--- src/rtl/status_pkg.sv ---
// Shared definitions for the status flag unit: status bit positions,
// the mask of software-clearable sticky bits and the trap FSM states.
package status_pkg;

  localparam int Z_BIT    = 0;
  localparam int N_BIT    = 1;
  localparam int V_BIT    = 2;
  localparam int C_BIT    = 3;
  localparam int DZ_BIT   = 4;
  localparam int MV_BIT   = 5;
  localparam int TRAP_BIT = 6;
  localparam int SERR_BIT = 7;

  // DZ, MV and SERR are the only bits software may clear
  localparam logic [7:0] STICKY_MASK = 8'b1011_0000;

  typedef enum logic {
    NORMAL = 1'b0,
    TRAP   = 1'b1
  } state_t;

endpackage

--- src/rtl/status_save_stack.sv ---
// LIFO holding saved status words across nested traps. dout always shows
// the top entry; it is meaningless while empty. Entries are never reset.
module status_save_stack #(
  parameter int WIDTH = 8,
  parameter int DEPTH = 4,
  parameter int CNT_W = $clog2(DEPTH + 1)
) (
  input  logic             clk,
  input  logic             reset,
  input  logic             push,
  input  logic             pop,
  input  logic [WIDTH-1:0] din,
  output logic [WIDTH-1:0] dout,
  output logic [CNT_W-1:0] count,
  output logic             full,
  output logic             empty
);

  localparam int IDX_W = (DEPTH > 1) ? $clog2(DEPTH) : 1;

  logic [WIDTH-1:0] mem [DEPTH];
  logic [CNT_W-1:0] top_idx;

  assign full    = (count == CNT_W'(DEPTH));
  assign empty   = (count == '0);
  assign top_idx = count - CNT_W'(1);
  assign dout    = mem[top_idx[IDX_W-1:0]];

  // Storage write at the next free slot; contents need no reset
  always_ff @(posedge clk) begin
    if (push && !full) begin
      mem[count[IDX_W-1:0]] <= din;
    end
  end

  // Occupancy counter; a simultaneous push and pop is never issued
  always_ff @(posedge clk or posedge reset) begin
    if (reset) begin
      count <= '0;
    end else if (push && !full) begin
      count <= count + CNT_W'(1);
    end else if (pop && !empty) begin
      count <= count - CNT_W'(1);
    end
  end

endmodule

--- src/rtl/status_flag_unit.sv ---
// Status register beside the ALU: condition flags, W1C sticky exception
// flags and a trap FSM that saves/restores Z/N/V/C on a LIFO stack.
module status_flag_unit #(
  parameter int DATA_W     = 20,
  parameter int TRAP_DEPTH = 4,
  parameter int MEM_LIMIT  = 4095
) (
  input  logic                              clk,
  input  logic                              reset,
  input  logic                              alu_valid,
  input  logic                              alu_sub,
  input  logic [DATA_W-1:0]                 alu_a,
  input  logic [DATA_W-1:0]                 alu_b,
  input  logic [DATA_W-1:0]                 alu_result,
  input  logic                              alu_carry,
  input  logic                              div_zero,
  input  logic                              mem_access,
  input  logic [DATA_W-1:0]                 mem_addr,
  input  logic                              trap_req,
  input  logic                              trap_ret,
  input  logic                              csr_we,
  input  logic [DATA_W-1:0]                 csr_wdata,
  output logic [DATA_W-1:0]                 status_out,
  output logic                              trap_ack,
  output logic [$clog2(TRAP_DEPTH+1)-1:0]   trap_depth
);

  import status_pkg::*;

  localparam int CNT_W = $clog2(TRAP_DEPTH + 1);
  localparam logic [DATA_W-1:0] MEM_LIMIT_W = DATA_W'(MEM_LIMIT);

  state_t     state, state_next;
  logic [3:0] cond_q, cond_alu;
  logic       dz_q, mv_q, serr_q;
  logic       do_push, do_pop, serr_evt;
  logic       stack_full, stack_empty;
  logic [7:0] stack_dout, status_low, clr;
  logic       a_msb, b_msb, r_msb, ovf;
  logic       unused_ok;

  assign a_msb = alu_a[DATA_W-1];
  assign b_msb = alu_b[DATA_W-1];
  assign r_msb = alu_result[DATA_W-1];
  assign ovf   = alu_sub ? ((a_msb != b_msb) && (r_msb != a_msb))
                         : ((a_msb == b_msb) && (r_msb != a_msb));

  assign cond_alu[Z_BIT] = (alu_result == '0);
  assign cond_alu[N_BIT] = r_msb;
  assign cond_alu[V_BIT] = ovf;
  assign cond_alu[C_BIT] = alu_carry;

  assign clr = csr_we ? (csr_wdata[7:0] & STICKY_MASK) : 8'h00;

  // Low byte of the status word; also the value saved on trap entry
  always_comb begin
    status_low           = '0;
    status_low[3:0]      = cond_q;
    status_low[DZ_BIT]   = dz_q;
    status_low[MV_BIT]   = mv_q;
    status_low[TRAP_BIT] = (state == TRAP);
    status_low[SERR_BIT] = serr_q;
  end

  // Bits 8 and above always read zero
  always_comb begin
    status_out      = '0;
    status_out[7:0] = status_low;
  end

  status_save_stack #(
    .WIDTH (8),
    .DEPTH (TRAP_DEPTH),
    .CNT_W (CNT_W)
  ) u_stack (
    .clk   (clk),
    .reset (reset),
    .push  (do_push),
    .pop   (do_pop),
    .din   (status_low),
    .dout  (stack_dout),
    .count (trap_depth),
    .full  (stack_full),
    .empty (stack_empty)
  );

  // Trap FSM state register
  always_ff @(posedge clk or posedge reset) begin
    if (reset) begin
      state <= NORMAL;
    end else begin
      state <= state_next;
    end
  end

  // Trap FSM: request beats return; overflow/underflow raise SERR
  always_comb begin
    state_next = state;
    do_push    = 1'b0;
    do_pop     = 1'b0;
    serr_evt   = 1'b0;
    if (trap_req) begin
      if (stack_full) begin
        serr_evt = 1'b1;
      end else begin
        do_push    = 1'b1;
        state_next = TRAP;
      end
    end else if (trap_ret) begin
      if (stack_empty) begin
        serr_evt = 1'b1;
      end else begin
        do_pop = 1'b1;
        if (trap_depth == CNT_W'(1)) begin
          state_next = NORMAL;
        end
      end
    end
  end

  // Entry acknowledge, one cycle after an accepted request
  always_ff @(posedge clk or posedge reset) begin
    if (reset) begin
      trap_ack <= 1'b0;
    end else begin
      trap_ack <= do_push;
    end
  end

  // Condition flags (popped values beat a new ALU result) and sticky flags (set beats clear)
  always_ff @(posedge clk or posedge reset) begin
    if (reset) begin
      cond_q <= '0;
      dz_q   <= 1'b0;
      mv_q   <= 1'b0;
      serr_q <= 1'b0;
    end else begin
      if (do_pop) begin
        cond_q <= stack_dout[3:0];
      end else if (alu_valid) begin
        cond_q <= cond_alu;
      end
      dz_q   <= (alu_valid && div_zero) || (dz_q && !clr[DZ_BIT]);
      mv_q   <= (mem_access && (mem_addr > MEM_LIMIT_W)) || (mv_q && !clr[MV_BIT]);
      serr_q <= serr_evt || (serr_q && !clr[SERR_BIT]);
    end
  end

  // Operand/mask bits that only partially feed the flag logic
  assign unused_ok = ^{alu_a, alu_b, csr_wdata, stack_dout};

endmodule
--- config.mk ---
export PLATFORM = sky130hd
export DESIGN_NAME = status_flag_unit
export DESIGN_NICKNAME = d
export VERILOG_FILES = /design/src/rtl/status_pkg.sv /design/src/rtl/status_save_stack.sv /design/src/rtl/status_flag_unit.sv
export SDC_FILE = /design/constraint.sdc
export NUM_CORES = 1
export LEC_CHECK = 0
export CAP_MARGIN = 0
export CORE_MARGIN = 4
export CORE_UTILIZATION = 38
export CTS_BUF_LIST = sky130_fd_sc_hd__clkbuf_4 sky130_fd_sc_hd__clkbuf_8
export CTS_CLUSTER_DIAMETER = 120
export DETAILED_ROUTE_END_ITERATION = 8
export GPL_TIMING_DRIVEN = 0
export PLACE_DENSITY_LB_ADDON = 0.1
export SLEW_MARGIN = 15
export SYNTH_ARGS = -nofsm -noshare
export SYNTH_HDL_FRONTEND = slang
export SYNTH_HIERARCHICAL = 1
export SYNTH_SLANG_ARGS = --single-unit
--- constraint.sdc ---
create_clock -name clk -period 2.6 [get_ports clk]
set_input_delay 0.52 -clock clk [delete_from_list [all_inputs] [get_ports clk]]
set_output_delay 0.52 -clock clk [all_outputs]
set_load 0.1 [all_outputs]
==> results of run 1 <==
## where the power goes
group          total, uW  leakage, uW  internal, uW  switching [uW]
Combinational       1290     0.000578           426             859
Clock                339    0.0000357           206             133
Sequential           734     0.000288           634             101
## layout make-up
| class | instances | area (um^2) | area share (%) |
|---|---|---|---|
| Buffer | 20 | 147.6 | 6.693 |
| Clock buffer | 3 | 41.29 | 1.872 |
| Clock inverter | 1 | 30.03 | 1.361 |
| Inverter | 6 | 22.52 | 1.021 |
| Multi-Input combinational cell | 80 | 591.8 | 26.83 |
| Sequential cell | 28 | 782.0 | 35.45 |
| Tap cell | 48 | 60.06 | 2.723 |
| Timing Repair Buffer | 53 | 530.5 | 24.05 |
## metal layers
layer / GRT usage [%] / share of wire [%]
met1: 18.52 / 42
met2: 22.25 / 46
met3: 4.972 / 9.7
met4: 6.889 / 2.0
met5: 0 / 0
## flip-flops by register name (all words and copies together) (netlist names)
name           cells
u_stack/count      3
trap_ack           1
dz_q               1
cond_q             4
mv_q               1
u_stack/mem       16
state              1
serr_q             1
## stage by stage
step	util [%]	instances	hold WS [ns]	total power [uW]	cell area (um^2)
finish	58.92	239	0.4265	2359	2206
global route	58.92	239	0.4226	2486	2206
CTS	58.92	239	0.4267	2386	2206
detailed placement	57.02	235	0.4687	2037	2135
global placement	57.02	235	0.4691	2016	2135
floorplan	-	134	0.2736	1705	1544
## worst min-delay path by stage
stage                                   endpoint  cells after the start
floorplan           u_stack/count[1]$_DFFE_PP0P_                      1
global placement               state$_DFFE_PP0P_                      1
detailed placement             state$_DFFE_PP0P_                      1
CTS                 u_stack/count[2]$_DFFE_PP0P_                      2
global route        u_stack/count[0]$_DFFE_PP0P_                      2
finish              u_stack/count[0]$_DFFE_PP0P_                      2
==> impl_metrics.py, run 1 <==
metrics = {
    "floorplanning": {
        "die_area_um2": 5021,
        "core_um2": 3744,
        "pin_count": 134,
        "die_y_um": 70.86,
        "die_x_um": 70.86,
        "initial_utilization_pct": 40.11,
        "rows": 22,
    },
    "synthesis": {
        "syn_avg_cell_area_um2": 12.21,
        "yosysWarnings": 6,
        "synthesis.area_um2": 1501,
        "synth_cells": 123,
    },
    "cells_and_area": {
        "num_antenna_cells": 0,
        "final_cell_mix": "clkdlybuf4s50_1 (53), buf_4 (17), edfxtp_1 (16)",
        "syn2layout_area_growth_pct": 46.92,
        "drive_above_1_share_pct": 18.85,
        "final_common_cell": "clkdlybuf4s50_1",
        "num-fill-cells": 318,
        "nNetsFinal": 308,
    },
    "worst_setup_path": {
        "critical-path-top-delay-family": "buffers and inverters",
        "worstSetupEndpoint": "status_out[1]",
        "critPathArrivalTime_ns": 1.93,
        "reg2reg_depth": 8,
        "crit_required_ns": 2.08,
        "path_buf_inv": 1,
        "cp-startpoint": "cond_q[1]$_DFFE_PP0P_",
        "r2r_end": "u_stack/count[1]$_DFFE_PP0P_",
        "critPathKind": "register to output port",
        "r2r_start": "u_stack/count[0]$_DFFE_PP0P_",
        "max_stage_delay_ns": 1.19,
        "cp.depth": 1,
        "critPathLaunchType": "register",
        "crit_slowest_cell": "clkdlybuf4s50_1",
        "worstPathCellList": "clkdlybuf4s50_1",
        "r2r_setup_slack_ns": 0.27,
        "crit_fanout": 6,
        "endpoint_kind": "output port",
    },
    "sta": {
        "maxSlewViolCount": 0,
        "hold_violations": 0,
        "setup_viol": 0,
        "finClkSkew_ns": 0.004128,
        "relSlewSlack_pct": 33.97,
        "worst_pin_slew_ns": 0.9874,
        "max_clock_freq_mhz": 408.7,
        "tns_ns": 0,
        "setup_ws_ns": 0.1530,
        "min_period_ns": 2.447,
        "rsz0062_at_grt": "false",
        "timing.final.crit_share_pct": 94.12,
    },
    "clock_tree": {
        "clk_path_buf_depth": 2,
        "post_cts_buffers": 0,
        "cts_root_buf": "clkbuf_8",
        "cts_tree": "done",
        "clk_latency_ns": 0.28,
        "ctsHoldBuffers": 0,
        "cts_sinks": 28,
        "cts-htree-levels": 1,
        "post_cts_resized": 0,
        "cts.clk_slew.worst_paths_ns": 0.09,
        "cts_buffers": 3,
    },
    "pwr": {
        "ir_worst_vdd_v": 0.0009657,
        "p_leak_uw": 0.0009014,
        "powerDensity_nw_per_um2": 1069,
    },
    "route": {
        "routed_via_density": 4.678,
        "wire_per_inst_um": 13.91,
        "routed_wl_um": 3325,
        "firstDrtPassIters": 4,
        "via_count": 1118,
        "drc": 0,
        "drt_first_iter_violations": 40,
        "ant_nets": 0,
    },
    "worst_hold_path": {
        "worstHoldPathType": "input port to asynchronous set/reset pin",
    },
    "global_route": {
        "grt_use_total_pct": 14.55,
        "antenna_found_initial": 0,
        "grt_pass1_wl_um": 5671,
        "grt_max_degree": 17,
        "grt_pass1_vias": 1186,
        "grt.overflow.total": 0,
    },
    "placement": {
        "place.gp.congestion": 0.7817,
        "dp_slack_ns": 0.2959,
        "hpwl_um": 2706,
        "port_buffers": 53,
    },
    "status": {
        "status": "complete, no violations",
    },
    "flow_run": {
        "maxCapViolCount": 0,
    },
}
Power figures use the tool's default switching activity.
==> run 2, diff against run 1 <==
--- a/config.mk
+++ b/config.mk
@@ -13,6 +13,8 @@
 export DETAILED_ROUTE_END_ITERATION = 8
 export GPL_TIMING_DRIVEN = 0
 export PLACE_DENSITY_LB_ADDON = 0.1
+export REMOVE_ABC_BUFFERS = 1
+export SKIP_CTS_REPAIR_TIMING = 1
 export SLEW_MARGIN = 15
 export SYNTH_ARGS = -nofsm -noshare
 export SYNTH_HDL_FRONTEND = slang
==> run 2 against run 1 <==
Compared with the run above: maximum frequency increased by 0.47%; clock skew down 0.0025 ns; cell count down 7.9%; sequential power is 3.1% higher; sequential cell count is the same; utilization is 3.6 points lower; setup slack better by 0.011 ns; wire length fell by 7.2%; clock power decreased by 2%; clock-buffer cell count unchanged; critical path type unchanged; critical path depth stayed put; die area unchanged.
==> impl_metrics.py, run 2 (synthesized netlist as in run 1, its figures left out) <==
metrics = {
    "placement": {
        "place.gp.congestion": 0.7669,
        "port_buffers": 54,
        "dpl_cell_area_um2": 1996,
        "dp_slack_ns": 0.04631,
        "hpwl_um": 2590,
    },
    "floorplanning": {
        "die_x_um": 70.86,
        "rows": 22,
        "pin_count": 134,
        "die_area_um2": 5021,
        "initial_utilization_pct": 40.11,
        "core_um2": 3744,
        "die_y_um": 70.86,
    },
    "pwr": {
        "p_leak_uw": 0.0008146,
        "power_uw": 2281,
        "ir_worst_vdd_v": 0.0005894,
        "powerDensity_nw_per_um2": 1101,
    },
    "sta": {
        "tns_ns": 0,
        "hold_violations": 0,
        "min_period_ns": 2.436,
        "max_clock_freq_mhz": 410.6,
        "hold_slack_ns": 0.4478,
        "maxSlewViolCount": 0,
        "setup_ws_ns": 0.1644,
        "finClkSkew_ns": 0.001677,
        "worst_pin_slew_ns": 0.9955,
        "timing.final.crit_share_pct": 93.68,
        "rsz0062_at_grt": "false",
        "setup_viol": 0,
        "relSlewSlack_pct": 33.42,
    },
    "worst_setup_path": {
        "r2r_start": "u_stack/count[0]$_DFFE_PP0P_",
        "critical-path-top-delay-family": "buffers and inverters",
        "critPathKind": "register to output port",
        "crit_slowest_cell": "clkdlybuf4s50_1",
        "crit_fanout": 7,
        "worstPathCellList": "clkdlybuf4s50_1",
        "endpoint_kind": "output port",
        "critPathArrivalTime_ns": 1.92,
        "reg2reg_depth": 6,
        "r2r_setup_slack_ns": 0.29,
        "r2r_end": "u_stack/mem[3][0]$_DFFE_PP_",
        "max_stage_delay_ns": 1.18,
        "crit_required_ns": 2.08,
        "path_buf_inv": 1,
        "critPathLaunchType": "register",
    },
    "global_route": {
        "grt_pass1_wl_um": 5133,
        "grt.overflow.total": 0,
        "grt_pass1_vias": 1116,
        "antenna_found_initial": 0,
        "grt_use_total_pct": 12.80,
        "grt_max_degree": 17,
    },
    "route": {
        "drt_first_iter_violations": 81,
        "wire_per_inst_um": 14.02,
        "wl_met1_um": 1321,
        "via_count": 1037,
        "wl_met2_um": 1527,
        "routed_wl_um": 3085,
        "maxUsedRoutingLayer": "met4",
        "firstDrtPassIters": 3,
        "ant_nets": 0,
        "drc": 0,
        "wl_met3_um": 221,
        "routed_via_density": 4.714,
    },
    "cells_and_area": {
        "syn2layout_area_growth_pct": 37.92,
        "final_cell_mix": "clkdlybuf4s50_1 (53), edfxtp_1 (16), nand2_1 (12), conb_1 (12), dfrtp_1 (11)",
        "fin_area_um2": 2071,
        "num_antenna_cells": 0,
        "num-fill-cells": 335,
        "drive_above_1_share_pct": 9.884,
        "nNetsFinal": 289,
        "final_common_cell": "clkdlybuf4s50_1",
        "largest_reg_flops": 16,
    },
    "clock_tree": {
        "cts_sinks": 28,
        "clk_path_buf_depth": 2,
        "cts_root_buf": "clkbuf_8",
        "clk_latency_ns": 0.26,
        "cts_tree": "done",
        "cts.clk_slew.worst_paths_ns": 0.09,
        "cts-htree-levels": 1,
        "cts_buffers": 3,
    },
    "status": {
        "status": "complete, no violations",
    },
    "flow_run": {
        "maxCapViolCount": 0,
    },
    "worst_hold_path": {
        "worstHoldPathType": "input port to asynchronous set/reset pin",
    },
}
==> run 2: worst max path at each step <==
| stage | startpoint | to | slack, ns | cells past startpoint |
|---|---|---|---|---|
| after floorplan | u_stack/count[0]$_DFFE_PP0P_ | u_stack/mem[0][0]$_DFFE_PP_ | -0.24 | 6 |
| after global placement | u_stack/count[0]$_DFFE_PP0P_ | u_stack/mem[2][2]$_DFFE_PP_ | 0.10 | 6 |
| after detailed placement | u_stack/count[0]$_DFFE_PP0P_ | u_stack/mem[0][1]$_DFFE_PP_ | 0.05 | 6 |
| after CTS | u_stack/count[0]$_DFFE_PP0P_ | trap_depth[0] | -0.15 | 1 |
| after global routing | u_stack/count[0]$_DFFE_PP0P_ | u_stack/count[1]$_DFFE_PP0P_ | 0.03 | 7 |
| final | u_stack/count[2]$_DFFE_PP0P_ | trap_depth[2] | 0.16 | 1 |
==> run 2: stage by stage <==
| step | cells | util [%] |
|---|---|---|
| 2_1_floorplan | 114 | - |
| 3_3_place_gp | 216 | 53.31 |
| 3_5_place_dp | 216 | 53.31 |
| 4_1_cts | 220 | 55.21 |
| 5_1_grt | 220 | 55.31 |
| 6_report | 220 | 55.31 |
==> run 2: where the power goes <==
group          switching (uW)  leakage (uW)  internal (uW)  total (uW)
clock                     126     0.0000357            206         332
combinational             815      0.000491            377        1190
sequential                124      0.000288            633         757
total                    1070      0.000815           1220        2280
==> run 2: layout make-up <==
type | count | area, um^2 | share of cell area, %
Inverter | 6 | 22.52 | 1.088
Clock buffer | 3 | 41.29 | 1.994
Sequential cell | 28 | 782.0 | 37.76
Clock inverter | 1 | 30.03 | 1.450
Tap cell | 48 | 60.06 | 2.900
Timing Repair Buffer | 54 | 543.0 | 26.22
Multi-Input combinational cell | 80 | 591.8 | 28.58
==> run 2: routing by layer <==
metal	vias to the layer above	global-route usage [%]
li1	504	-
met1	492	16.35
met2	39	21.73
met3	2	3.267
met4	0	3.132
met5	-	0
